[src/rtl/softmc_arb_pkg.sv]
// Shared types and constants for the SoftMC instruction arbiter.
// The optional perf counters are enabled with SOFTMC_ARB_PERF_EN.
package softmc_arb_pkg;

    localparam int unsigned ARB_INSTR_W = 32;
    localparam int unsigned PERF_W      = 32;

    typedef enum logic {
        ARB_IDLE   = 1'b0,
        ARB_LOCKED = 1'b1
    } arb_state_t;

    // Next round-robin start position; modulo n, so non-power-of-two counts wrap correctly
    function automatic int unsigned rr_next(input int unsigned idx, input int unsigned n);
        return (idx + 32'd1 >= n) ? 32'd0 : idx + 32'd1;
    endfunction

endpackage

[src/rtl/softmc_rr_picker.sv]
// Combinational round-robin picker: first set request at or after ptr, wrapping modulo NUM_REQ.
// Built as rotate / find-first / unrotate so it can be reused for other channels.
module softmc_rr_picker #(
    parameter int unsigned  NUM_REQ = 4,
    localparam int unsigned ID_W    = (NUM_REQ > 1) ? $clog2(NUM_REQ) : 1
) (
    input  logic [NUM_REQ-1:0] req,
    input  logic [ID_W-1:0]    ptr,
    output logic               found,
    output logic [ID_W-1:0]    idx
);

    localparam int unsigned SUM_W = ID_W + 1;

    logic [2*NUM_REQ-1:0] req_dbl;
    logic [NUM_REQ-1:0]   req_rot;
    logic [ID_W-1:0]      ff;
    logic [SUM_W-1:0]     sum;

    assign req_dbl = {req, req};
    assign req_rot = req_dbl[ptr +: NUM_REQ];
    assign found   = |req;

    // Lowest set bit of the rotated vector is the nearest request after ptr
    always_comb begin
        ff = '0;
        for (int i = int'(NUM_REQ) - 1; i >= 0; i--) begin
            if (req_rot[i]) begin
                ff = ID_W'(i);
            end
        end
    end

    assign sum = {1'b0, ptr} + {1'b0, ff};
    assign idx = (sum >= SUM_W'(NUM_REQ)) ? ID_W'(sum - SUM_W'(NUM_REQ)) : ID_W'(sum);

endmodule

[src/rtl/softmc_instr_arbiter.sv]
// Burst-atomic round-robin arbiter in front of the MC instruction port, registered output stage.
// Define SOFTMC_ARB_PERF_EN to build per-requester accepted-beat counters on perf_beats.
module softmc_instr_arbiter
    import softmc_arb_pkg::*;
#(
    parameter int unsigned  NUM_REQ = 4,
    parameter int unsigned  INSTR_W = ARB_INSTR_W,
    localparam int unsigned ID_W    = (NUM_REQ > 1) ? $clog2(NUM_REQ) : 1
) (
    input  logic                        clk,
    input  logic                        rst,
    input  logic [NUM_REQ-1:0]          req_valid,
    input  logic [NUM_REQ*INSTR_W-1:0]  req_instr,
    input  logic [NUM_REQ-1:0]          req_last,
    output logic [NUM_REQ-1:0]          req_ready,
    output logic                        app_en,
    output logic [INSTR_W-1:0]          app_instr,
    input  logic                        app_ack,
    output logic [ID_W-1:0]             grant_id,
    output logic                        busy,
    input  logic                        perf_clr,
    output logic [NUM_REQ*PERF_W-1:0]   perf_beats
);

    arb_state_t         state;
    logic [ID_W-1:0]    rr_ptr;
    logic               load;
    logic               locked;
    logic               beat_taken;
    logic               pick_found;
    logic [ID_W-1:0]    pick_idx;
    logic [INSTR_W-1:0] instr_arr [NUM_REQ];

    for (genvar i = 0; i < int'(NUM_REQ); i++) begin : g_split
        assign instr_arr[i] = req_instr[i*INSTR_W +: INSTR_W];
    end

    softmc_rr_picker #(
        .NUM_REQ (NUM_REQ)
    ) u_picker (
        .req   (req_valid),
        .ptr   (rr_ptr),
        .found (pick_found),
        .idx   (pick_idx)
    );

    // Output register can take a new beat when empty or being consumed this cycle
    assign load       = !app_en || app_ack;
    assign locked     = (state == ARB_LOCKED);
    assign req_ready  = (locked && load) ? (NUM_REQ'(1) << grant_id) : '0;
    assign beat_taken = locked && load && req_valid[grant_id];

    always_ff @(posedge clk or posedge rst) begin
        if (rst) begin
            app_en    <= 1'b0;
            app_instr <= '0;
        end else if (load) begin
            app_en    <= beat_taken;
            app_instr <= instr_arr[grant_id];
        end
    end

    // Grant is held for the whole burst; a stalled granted requester is not preempted
    always_ff @(posedge clk or posedge rst) begin
        if (rst) begin
            state    <= ARB_IDLE;
            rr_ptr   <= '0;
            grant_id <= '0;
            busy     <= 1'b0;
        end else begin
            case (state)
                ARB_IDLE: begin
                    if (pick_found) begin
                        grant_id <= pick_idx;
                        busy     <= 1'b1;
                        state    <= ARB_LOCKED;
                    end
                end
                ARB_LOCKED: begin
                    if (beat_taken && req_last[grant_id]) begin
                        state  <= ARB_IDLE;
                        busy   <= 1'b0;
                        rr_ptr <= ID_W'(rr_next(32'(grant_id), NUM_REQ));
                    end
                end
                default: begin
                    state <= ARB_IDLE;
                end
            endcase
        end
    end

`ifdef SOFTMC_ARB_PERF_EN
    // Saturating counters; a clear takes priority over a same-cycle increment
    for (genvar i = 0; i < int'(NUM_REQ); i++) begin : g_perf
        logic [PERF_W-1:0] cnt;

        always_ff @(posedge clk or posedge rst) begin
            if (rst) begin
                cnt <= '0;
            end else if (perf_clr) begin
                cnt <= '0;
            end else if (req_valid[i] && req_ready[i] && (cnt != '1)) begin
                cnt <= cnt + PERF_W'(1);
            end
        end

        assign perf_beats[i*PERF_W +: PERF_W] = cnt;
    end
`else
    logic unused_perf_clr;

    assign unused_perf_clr = perf_clr;
    assign perf_beats      = '0;
`endif

endmodule

[config.mk]
export PLATFORM = sky130hd
export DESIGN_NAME = softmc_instr_arbiter
export DESIGN_NICKNAME = d
export VERILOG_FILES = /design/src/rtl/softmc_arb_pkg.sv /design/src/rtl/softmc_rr_picker.sv /design/src/rtl/softmc_instr_arbiter.sv
export SDC_FILE = /design/constraint.sdc
export NUM_CORES = 1
export LEC_CHECK = 0
export CORE_AREA = 2 2 121 123
export CTS_BUF_LIST = sky130_fd_sc_hd__clkbuf_4 sky130_fd_sc_hd__clkbuf_8
export DETAILED_ROUTE_END_ITERATION = 7
export DIE_AREA = 0 0 123 125
export PLACE_DENSITY = 0.68
export SYNTH_ARGS = -nofsm -noshare
export SYNTH_HDL_FRONTEND = slang
export SYNTH_HIERARCHICAL = 1
export SYNTH_SLANG_ARGS = --single-unit
[constraint.sdc]
create_clock -name clk -period 2.3 [get_ports clk]
set_input_delay 0.46 -clock clk [delete_from_list [all_inputs] [get_ports clk]]
set_output_delay 0.46 -clock clk [all_outputs]
set_load 0.01 [all_outputs]
==> flow_summary.yaml <==
cts:
  cts_setup_buffers: 0
  htree_levels: 2
  clk_latency_ns: 0.29
  cts_tree: "built"
  cts.path.max_buffers: 2
  cts_hold_buf: 0
  clkSinkCount: 39
  path_clk_slew_ns: 0.07
  numCtsBuffers: 5
  cts_root_buf: "clkbuf_8"
detailed_routing:
  first_iter_violations: 74
  drc: 0
  wl_per_cell_um: 14.0
  wl_met1_um: 3480
  ant_nets: 0
  drt_wl_total_um: 9300
  maxUsedRoutingLayer: "met4"
  via_per_inst: 3.93
  first_pass_iters: 4
  wl_met2_um: 4660
  dr_wl_met3_um: 1040
  vias: 2604
synth:
  yosysSeqAreaShare_pct: 26.5
  syn_area_sq_um: 3680
  ys_seq_elements: 39
  synth-async-reset-ratio_pct: 100
  yosys_warnings: 6
  synth_cell_types: 35
  synth_flop_cell: "dfrtp_1"
  post-synth-top-area-cell: "dfrtp_1"
  synth_edf_count: 0
  avgSynthCellArea_sq_um: 12.3
  syn_inst: 299
  yosys.area.top_type_share_pct: 26.5
  synthTopCellsByArea: "dfrtp_1 (27%), buf_4 (26%), mux4_2 (18%)"
pwr:
  seqPwrFrac_pct: 26.0
  vdd_drop_max_mv: 0.351
  power.internal_mw: 3.37
  switchingPower_mw: 1.74
  power_density_nw_per_um2: 963
  swShare_pct: 34.0
  p_leak_nw: 2.37
  combPwrFrac_pct: 62.4
  clkPwrFrac_pct: 11.5
sta:
  fin_ws_ns: 0.0367
  tightest_slew_ns: 0.627
  worst_hold_slack_ns: 0.484
  setup_viol: 0
  max_freq_ghz: 0.442
  rsz0062_at_grt: "no"
  fin_crit_ns: 2.26
  fin_crit_sh_pct: 98.4
  drv_slew: 0
  fin_skew_ns: 0.00542
  hold_viol: 0
  slew_headroom_pct: 58.0
worst_setup_path:
  critPathKind: "in -> out"
  critPathLaunchType: "input pin"
  crit_fanout: 6
  worstPathArrival_ns: 1.80
  required_ns: 1.84
  end_kind: "primary output"
floorplan:
  core_sq_um: 14200
  die_w_um: 123
  initial_core_util_pct: 25.9
  die_area_sq_um: 15400
  ios: 308
  std_cell_rows: 44
  fp.dieH_um: 125
global_route:
  grt_pass1_wl_um: 13200
  antenna_found_initial: 0
  grt_max_degree: 25
  overflow: 0
  grt.total_usage_pct: 11.1
  first_global_vias: 2595
cells_and_area:
  seq_area_sq_um: 978
  layout_commonest_cell: "clkdlybuf4s50_1"
  nets: 624
  antenna_cells: 0
  layout.cells.non_filler: 663
  multi_input_comb_area_sq_um: 2100
  drive_above_1_share_pct: 17.7
  fill_cells: 1358
  final_cell_mix: "clkdlybuf4s50_1 (175), conb_1 (128), dfrtp_1 (37)"
  areaGrowthSynthToFinish_pct: 44.3
placed_design:
  gp_congestion: 0.697
  preCtsSetupSlack_ns: -0.0760
  dp_hpwl_um: 7580
  portBuffers: 178
  dp_cells: 655
status:
  status: "completed"
flow_run:
  max_cap_violations: 0
hold_path:
  hp-class: "in -> async"
-- sequential cells by signal (all words and copies together), names as in the netlist --
name and count:
rr_ptr 2, app_en 1, busy 1, app_instr 32, locked 1, grant_id 2
-- critical path, stage by stage --
cell and delay, ns:
clkdlybuf4s50_1 0.50, nand2b_4 0.16, and3_1 0.15, clkdlybuf4s50_1 0.53
-- per-stage QoR --
step | TNS, ns | util [%] | cell area (sq um) | total power, mW
final | 0 | 37.4 | 5310 | 5.12
after global routing | 0 | 37.4 | 5310 | 5.45
after CTS | 0 | 37.4 | 5310 | 5.21
after detailed placement | -0.104 | 36.5 | 5180 | 4.58
after global placement | 0 | 36.5 | 5180 | 4.53
after floorplan | 0 | - | 4160 | 3.46
-- synthesized netlist by cell type, types with 2 or more instances --
| library cell | count |
|---|---|
| o21ai_0 | 3 |
| buf_4 | 129 |
| mux4_1 | 4 |
| buf_2 | 6 |
| inv_1 | 4 |
| mux2_4 | 30 |
| nor3_1 | 2 |
| mux2_2 | 4 |
| a21oi_1 | 2 |
| nor2_1 | 4 |
| clkbuf_1 | 2 |
| nand2_1 | 6 |
| ha_1 | 6 |
| nand2b_1 | 3 |
| mux4_2 | 30 |
| and3_1 | 4 |
| nor3b_1 | 2 |
| buf_12 | 3 |
| dfrtp_1 | 39 |
-- metal layers --
metal | track usage (%) | up-vias
li1 | - | 1162
met1 | 12.2 | 1252
met2 | 20.9 | 183
met3 | 2.69 | 7
met4 | 3.07 | 0
met5 | 0 | -
-- power groups by stage --
stage / Clock [mW] / Sequential [mW] / Combinational, mW
finish: 0.590 / 1.33 / 3.19
global route: 0.643 / 1.39 / 3.42
CTS: 0.617 / 1.34 / 3.25
detailed placement: 0 / 1.35 / 3.23
floorplan: 0 / 1.42 / 2.04
global placement: 0 / 1.32 / 3.21
-- layout make-up --
type | instances | area share, %
Inverter | 4 | 0.283
Tap cell | 184 | 4.33
Timing Repair Buffer | 186 | 35.3
Sequential cell | 39 | 18.4
Clock buffer | 6 | 1.55
Clock inverter | 2 | 0.659
Multi-Input combinational cell | 242 | 39.5
-- cell families (layout without fill, tap and decap cells) --
group,after synthesis,after routing,synth area share [%]
compound gates,11,11,2.07
xor+xnor,2,2,0.476
fa+ha+maj,6,6,2.04
buf+inv,145,198,29.7
flops,39,39,26.5
mux,69,69,34.9
other cells,1,128,0.102
simple gates,26,26,4.18
-- worst paths after layout --
kind,from,to,slack [ns],depth (start not counted)
hold / removal,rst,app_instr[11]$_DFFE_PP0N_,0.48,2
setup / recovery,app_ack,req_ready[3],0.04,4
max in group asynchronous,rst,grant_id[1]$_DFFE_PP0P_,1.32,3
hold reg to reg,busy$_DFFE_PP0P_,busy$_DFFE_PP0P_,0.48,1
setup reg to reg,grant_id[0]$_DFFE_PP0P_,app_instr[10]$_DFFE_PP0N_,0.37,4
min in group clk,busy$_DFFE_PP0P_,busy$_DFFE_PP0P_,0.48,1
-- repair_timing --
item                                    in CTS  in global routing
endpoints found under the setup margin       2                  3
gates resized for setup                      1                  3
endpoints found under the hold margin        0                  0
Note: power is estimated with default switching activity, not from simulation.
